$ cat src/rtl/demux_a_writeback_if.sv
// Write-request channel into the operand-register write-back bank.
// The producer drives a select/data pair qualified by Wr_Valid; the bank answers with Wr_Ready.
interface demux_a_writeback_if #(
  parameter int WIDTH = 4
) ();
  logic [WIDTH-1:0] In_D;
  logic [1:0]       S_D;
  logic             Wr_Valid;
  logic             Wr_Ready;

  modport master (
    output In_D,
    output S_D,
    output Wr_Valid,
    input  Wr_Ready
  );

  modport slave (
    input  In_D,
    input  S_D,
    input  Wr_Valid,
    output Wr_Ready
  );
endinterface

$ cat src/rtl/demux_a_writeback.sv
// Write-back demultiplexer for the 4215 operand bank: a small in-order FIFO of
// {select, data} writes drains one entry per cycle into one of four operand registers.
module demux_a_writeback #(
  parameter int WIDTH = 4,
  parameter int DEPTH = 2
) (
  input  logic               Clk,
  input  logic               Reset,
  demux_a_writeback_if.slave wr_if,
  input  logic               Hold,
  output logic [WIDTH-1:0]   Out_D0,
  output logic [WIDTH-1:0]   Out_D1,
  output logic [WIDTH-1:0]   Out_D2,
  output logic [WIDTH-1:0]   Out_D3,
  output logic               Busy
);

  localparam int AW = (DEPTH > 1) ? $clog2(DEPTH) : 1;
  localparam int CW = AW + 1;
  localparam int EW = WIDTH + 2;
  localparam logic [CW-1:0] DEPTH_C = CW'(DEPTH);

  logic [DEPTH-1:0][EW-1:0] mem_q;
  logic [AW-1:0]            wr_ptr_q, wr_ptr_d;
  logic [AW-1:0]            rd_ptr_q, rd_ptr_d;
  logic [CW-1:0]            count_q, count_d;
  logic [3:0][WIDTH-1:0]    reg_q, reg_d;

  logic          ready_s;
  logic          push_s;
  logic          pop_s;
  logic [EW-1:0] head_s;

  // Handshake and pop qualifiers, all from pre-edge state (no look-ahead on a same-cycle pop).
  always_comb begin
    ready_s = (count_q < DEPTH_C);
    push_s  = wr_if.Wr_Valid & ready_s;
    pop_s   = (count_q != {CW{1'b0}}) & ~Hold;
    head_s  = mem_q[rd_ptr_q];
  end

  // Next-state for pointers, occupancy and the register bank.
  always_comb begin
    wr_ptr_d = wr_ptr_q;
    rd_ptr_d = rd_ptr_q;
    count_d  = count_q;
    reg_d    = reg_q;

    if (push_s) begin
      wr_ptr_d = wr_ptr_q + {{(AW-1){1'b0}}, 1'b1};
    end else begin
      wr_ptr_d = wr_ptr_q;
    end

    if (pop_s) begin
      rd_ptr_d = rd_ptr_q + {{(AW-1){1'b0}}, 1'b1};
      case (head_s[WIDTH+1:WIDTH])
        2'b00:   reg_d[0] = head_s[WIDTH-1:0];
        2'b01:   reg_d[1] = head_s[WIDTH-1:0];
        2'b10:   reg_d[2] = head_s[WIDTH-1:0];
        2'b11:   reg_d[3] = head_s[WIDTH-1:0];
        default: reg_d    = reg_q;
      endcase
    end else begin
      rd_ptr_d = rd_ptr_q;
    end

    case ({push_s, pop_s})
      2'b10:   count_d = count_q + {{(CW-1){1'b0}}, 1'b1};
      2'b01:   count_d = count_q - {{(CW-1){1'b0}}, 1'b1};
      default: count_d = count_q;
    endcase
  end

  // State registers; reset discards any queued writes.
  always_ff @(posedge Clk) begin
    if (Reset) begin
      mem_q    <= '0;
      wr_ptr_q <= '0;
      rd_ptr_q <= '0;
      count_q  <= '0;
      reg_q    <= '0;
    end else begin
      if (push_s) begin
        mem_q[wr_ptr_q] <= {wr_if.S_D, wr_if.In_D};
      end
      wr_ptr_q <= wr_ptr_d;
      rd_ptr_q <= rd_ptr_d;
      count_q  <= count_d;
      reg_q    <= reg_d;
    end
  end

  assign wr_if.Wr_Ready = ready_s;
  assign Busy           = (count_q != {CW{1'b0}});
  assign Out_D0         = reg_q[0];
  assign Out_D1         = reg_q[1];
  assign Out_D2         = reg_q[2];
  assign Out_D3         = reg_q[3];

endmodule

$ cat src/flat_wrapper.sv
// flat-port wrapper written by rule: the top's interface ports become plain ports
module demux_a_writeback_flat 
#(
  parameter int WIDTH = 4,
  parameter int DEPTH = 2
)
  (Clk, Reset, Hold, Out_D0, Out_D1, Out_D2, Out_D3, Busy, wr_if_In_D, wr_if_S_D, wr_if_Wr_Valid, wr_if_Wr_Ready);
  demux_a_writeback_if #(.WIDTH(WIDTH)) wr_if_i ();
  input  logic Clk;
  input  logic Reset;
  input  logic Hold;
  output logic [WIDTH-1:0] Out_D0;
  output logic [WIDTH-1:0] Out_D1;
  output logic [WIDTH-1:0] Out_D2;
  output logic [WIDTH-1:0] Out_D3;
  output logic Busy;
  input wire logic [$bits(wr_if_i.In_D)-1:0] wr_if_In_D;
  input wire logic [$bits(wr_if_i.S_D)-1:0] wr_if_S_D;
  input wire logic [$bits(wr_if_i.Wr_Valid)-1:0] wr_if_Wr_Valid;
  output wire logic [$bits(wr_if_i.Wr_Ready)-1:0] wr_if_Wr_Ready;
  assign wr_if_i.In_D = wr_if_In_D;
  assign wr_if_i.S_D = wr_if_S_D;
  assign wr_if_i.Wr_Valid = wr_if_Wr_Valid;
  assign wr_if_Wr_Ready = wr_if_i.Wr_Ready;
  demux_a_writeback #(.WIDTH(WIDTH), .DEPTH(DEPTH)) u_core (.Clk(Clk), .Reset(Reset), .wr_if(wr_if_i), .Hold(Hold), .Out_D0(Out_D0), .Out_D1(Out_D1), .Out_D2(Out_D2), .Out_D3(Out_D3), .Busy(Busy));
endmodule
$ cat config.mk
export PLATFORM = sky130hd
export DESIGN_NAME = demux_a_writeback_flat
export DESIGN_NICKNAME = d
export VERILOG_FILES = /design/src/rtl/demux_a_writeback_if.sv /design/src/rtl/demux_a_writeback.sv /design/src/flat_wrapper.sv
export SDC_FILE = /design/constraint.sdc
export NUM_CORES = 1
export LEC_CHECK = 0
export ABC_AREA = 1
export CORE_MARGIN = 1
export CORE_UTILIZATION = 44
export CTS_CLUSTER_SIZE = 8
export DETAILED_ROUTE_END_ITERATION = 8
export DONT_BUFFER_PORTS = 1
export PLACE_DENSITY_LB_ADDON = 0.05
export SYNTH_ARGS = -nofsm -noshare
export SYNTH_HDL_FRONTEND = slang
export SYNTH_SLANG_ARGS = --single-unit
$ cat constraint.sdc
create_clock -name Clk -period 2 [get_ports Clk]
set_clock_uncertainty 0.1 [all_clocks]
set_input_delay 0.4 -clock Clk [delete_from_list [all_inputs] [get_ports Clk]]
set_output_delay 0.4 -clock Clk [all_outputs]
set_load 0.05 [all_outputs]
==> results.txt <==
----------------------------------------------------
[Finish]
  Layout cells sized above 1 ... 9.00%
  Synthesis-to-layout area growth ... 4.74%
  Final net count ... 224
  Diodes inserted ... 0
  Multi-input combinational cell area ... 653 um^2
  Total of fill cells in the finished design ... 332
  Total area of sequential cells ... 641 um^2
  Post-layout utilization of the core ... 49.5%

[Clock network]
  Post-cts resize count ... 0
  Sink Count ... 32
  Post-CTS Setup Inserts ... 0
  H-tree levels ... 2
  Clk pin slew, worst setup/hold paths ... 0.08 ns
  Worst-Skew Late Latency ... 0.32 ns
  Maximum buffer depth of the clock tree ... 2
  Cts-stage hold buffer count ... 0
  Clock tree from TritonCTS ... done
  Number of buffers created by CTS ... 5
  Master cell of the clock root buffer ... sky130_fd_sc_hd__clkbuf_4

[Drt]
  Vias after detailed routing ... 1159
  Max Used Layer ... met4
  DRC viols ... 0
  Avg WL per Cell ... 10.9 um
  Detailed Routing Iterations Pass 1 ... 6
  DR WL met2 ... 1280 um
  Vias per Instance ... 4.55
  Number of DRC violations after detailed-routing iteration 0 ... 76
  Wire length the detailed router placed on met1 ... 1260 um
  Detail Route met3 WL ... 196 um
  Post-route ant nets ... 0
  Final Routed Wirelength ... 2790 um

[Critical path]
  Endpoint arrival time on the critical path ... 1.23 ns
  CP Max Fanout ... 6
  Reg-to-reg slack, setup ... 0.34 ns
  CP Launch Type ... flop
  Endpoint of the worst-slack reg-to-reg timing path ... u_core.count_q[1]$_SDFFE_PP0P_
  Crit Path Class ... reg2out
  Reg2reg path depth ... 8
  Endpoint required time on the critical path ... 1.50 ns
  Type of element capturing the critical path ... output pin
  R2R Path Start ... u_core.count_q[0]$_SDFFE_PP0P_

[Pwr]
  Pwr Density ... 1150 nW/um^2
  Maximum ir drop on the vdd rail ... 629 uV
  Static leakage ... 0.733 nW

[Global routing]
  Pin count of the biggest net entering global routing ... 32
  First-pass GRT wire length ... 4600 um
  Antenna violations before repair ... 0
  Global-route usage over all layers ... 18.1%
  Vias in the first global route ... 1042
  Final global-route overflow total ... 0

[Die]
  Total I/O pin count ... 28
  Die span in x ... 60.0 um
  Standard cell core area ... 3130 um^2
  Std cell rows ... 20
  Die Ht ... 60.0 um
  Area enclosed by the die boundary ... 3590 um^2
  Initial Util ... 47.2%

[Yosys]
  Dominant cell type by area after synthesis ... sky130_fd_sc_hd__dfxtp_1
  Number of flip-flops and latches in the synthesized netlist ... 32
  Netlist area before placement ... 1480 um^2
  Syn nets ... 220
  Share of Yosys cell area claimed by the top area cell type ... 43.4%
  Ys Warns ... 0
  Syn Inst Count ... 209
  Number of distinct library cell variants in the gate-level netlist after synthesis ... 19
  Cells taking the most area after synthesis ... sky130_fd_sc_hd__dfxtp_1 43%, sky130_fd_sc_hd__nand2_1 13%, sky130_fd_sc_hd__inv_1 9.1%
  Part of the Yosys area used for sequential elements ... 43.4%
  Mean post-synth cell area ... 7.07 um^2

[Place]
  Place WS ... 0.364 ns
  Post-detail-place hpwl ... 1960 um
  Buffers added on ports ... 0
  Gp weighted congestion ... 0.719

[Flow run]
  Max-cap check violation count ... 0

[STA]
  Count of pins over their slew limit ... 0
  Setup repair after global routing missed its margin ... false
  Final-report hold violation count ... 0
  Worst relative slew slack ... 49.9%
  Final min period ... 1.73 ns
  Accumulated negative setup slack ... 0 ns
  Fin crit share ... 86.6%
  Peak clock frequency supported by timing ... 577 MHz
  Final setup vio count ... 0
  Least-Margin Pin Slew ... 0.744 ns
  PnR worst setup slack ... 0.268 ns

[Outcome]
  Result of the run ... complete, no violations

[Worst hold path]
  Origin of the worst min-delay path ... Reset
  Count of cells along the worst hold path ... 1
  Endpoint of the worst hold path ... u_core.wr_ptr_q$_SDFFE_PP0N_
  Class of the tightest hold or removal check ... in2reg

----------------------------------------------------
cell usage in the layout (no fill, tap or decap), types with 3 or more instances in the layout:
cell type                   n
sky130_fd_sc_hd__nand3_1    4
sky130_fd_sc_hd__nand3_4    4
sky130_fd_sc_hd__a21oi_1   16
sky130_fd_sc_hd__nor2_1    32
sky130_fd_sc_hd__nand2_1   50
sky130_fd_sc_hd__o21ai_0   18
sky130_fd_sc_hd__nand2_2    4
sky130_fd_sc_hd__inv_1     36
sky130_fd_sc_hd__clkbuf_4   5
sky130_fd_sc_hd__buf_4      3
sky130_fd_sc_hd__dfxtp_1   32
routing by layer:
| layer | global-route usage (%) | vias to the layer above |
|---|---|---|
| met2 | 29.5 | 26 |
| met3 | 8.01 | 5 |
| li1 | - | 640 |
| met1 | 20.6 | 488 |
| met4 | 6.98 | 0 |
| met5 | 0 | - |
cells in the mapped netlist (all sizes together):
cell	instances
o21ai	18
nand3b	1
o21bai	1
nand3	8
nor2	34
dfxtp	32
nand2	54
buf	5
a21oi	16
ha	1
inv	37
clkbuf	1
nand4	1
where the power goes:
group | switching [mW] | leakage (nW) | internal (mW) | total, mW
Clock | 0.190 | 0.0230 | 0.117 | 0.307
Combinational | 0.395 | 0.449 | 0.154 | 0.549
Sequential | 0.190 | 0.261 | 0.731 | 0.921
Total | 0.776 | 0.733 | 1.00 | 1.78
kinds of logic after synthesis:
kind of cell | Yosys count | share of synthesized area, %
AND/OR/NAND/NOR | 98 | 31.3
flip-flops | 32 | 43.4
adder cells (fa/ha/maj) | 1 | 0.847
AO/OA/AOI/OAI | 35 | 12.0
buffers and inverters | 43 | 12.4
state kept, by name, indices dropped and copies added (netlist names):
register / cells
u_core.Out_D0: 4
u_core.Out_D1: 4
u_core.Out_D2: 4
u_core.Out_D3: 4
u_core.count_q: 2
u_core.mem_q: 12
u_core.rd_ptr_q: 1
u_core.wr_ptr_q: 1
area by class of cell:
type	count	share of cell area (%)
multi-input combinational	134	42.2
timing repair buffer	3	1.46
inverter	37	8.97
clock buffer	5	2.43
sequential	32	41.4
tap	44	3.56
per-stage QoR:
| stage | hold WS, ns | std cells | area (um^2) | total power [mW] |
|---|---|---|---|---|
| 3_5_place_dp | 0.337 | 250 | 1510 | 1.49 |
| 5_1_grt | 0.0206 | 255 | 1550 | 1.92 |
| 6_report | 0.0439 | 255 | 1550 | 1.78 |
| 4_1_cts | 0.0235 | 255 | 1550 | 1.81 |
| 2_1_floorplan | 0.324 | 209 | 1480 | 1.39 |
| 3_3_place_gp | 0.332 | 250 | 1510 | 1.47 |
worst max path at each step:
stage	cells after the start	from	to	slack [ns]
floorplan	8	u_core.count_q[1]$_SDFFE_PP0P_	u_core.count_q[1]$_SDFFE_PP0P_	0.35
global placement	8	u_core.count_q[0]$_SDFFE_PP0P_	u_core.count_q[1]$_SDFFE_PP0P_	0.46
detailed placement	8	u_core.count_q[0]$_SDFFE_PP0P_	u_core.count_q[1]$_SDFFE_PP0P_	0.36
CTS	2	u_core.count_q[0]$_SDFFE_PP0P_	Busy	0.23
global route	8	u_core.count_q[0]$_SDFFE_PP0P_	u_core.count_q[1]$_SDFFE_PP0P_	0.19
finish	2	u_core.count_q[0]$_SDFFE_PP0P_	Busy	0.27
critical path, cell delays in order (launching register included):
cell	delay, ns
sky130_fd_sc_hd__dfxtp_1	0.36
sky130_fd_sc_hd__nor2_2	0.27
sky130_fd_sc_hd__inv_1	0.28
No activity file was read; power rests on OpenSTA's default activity.
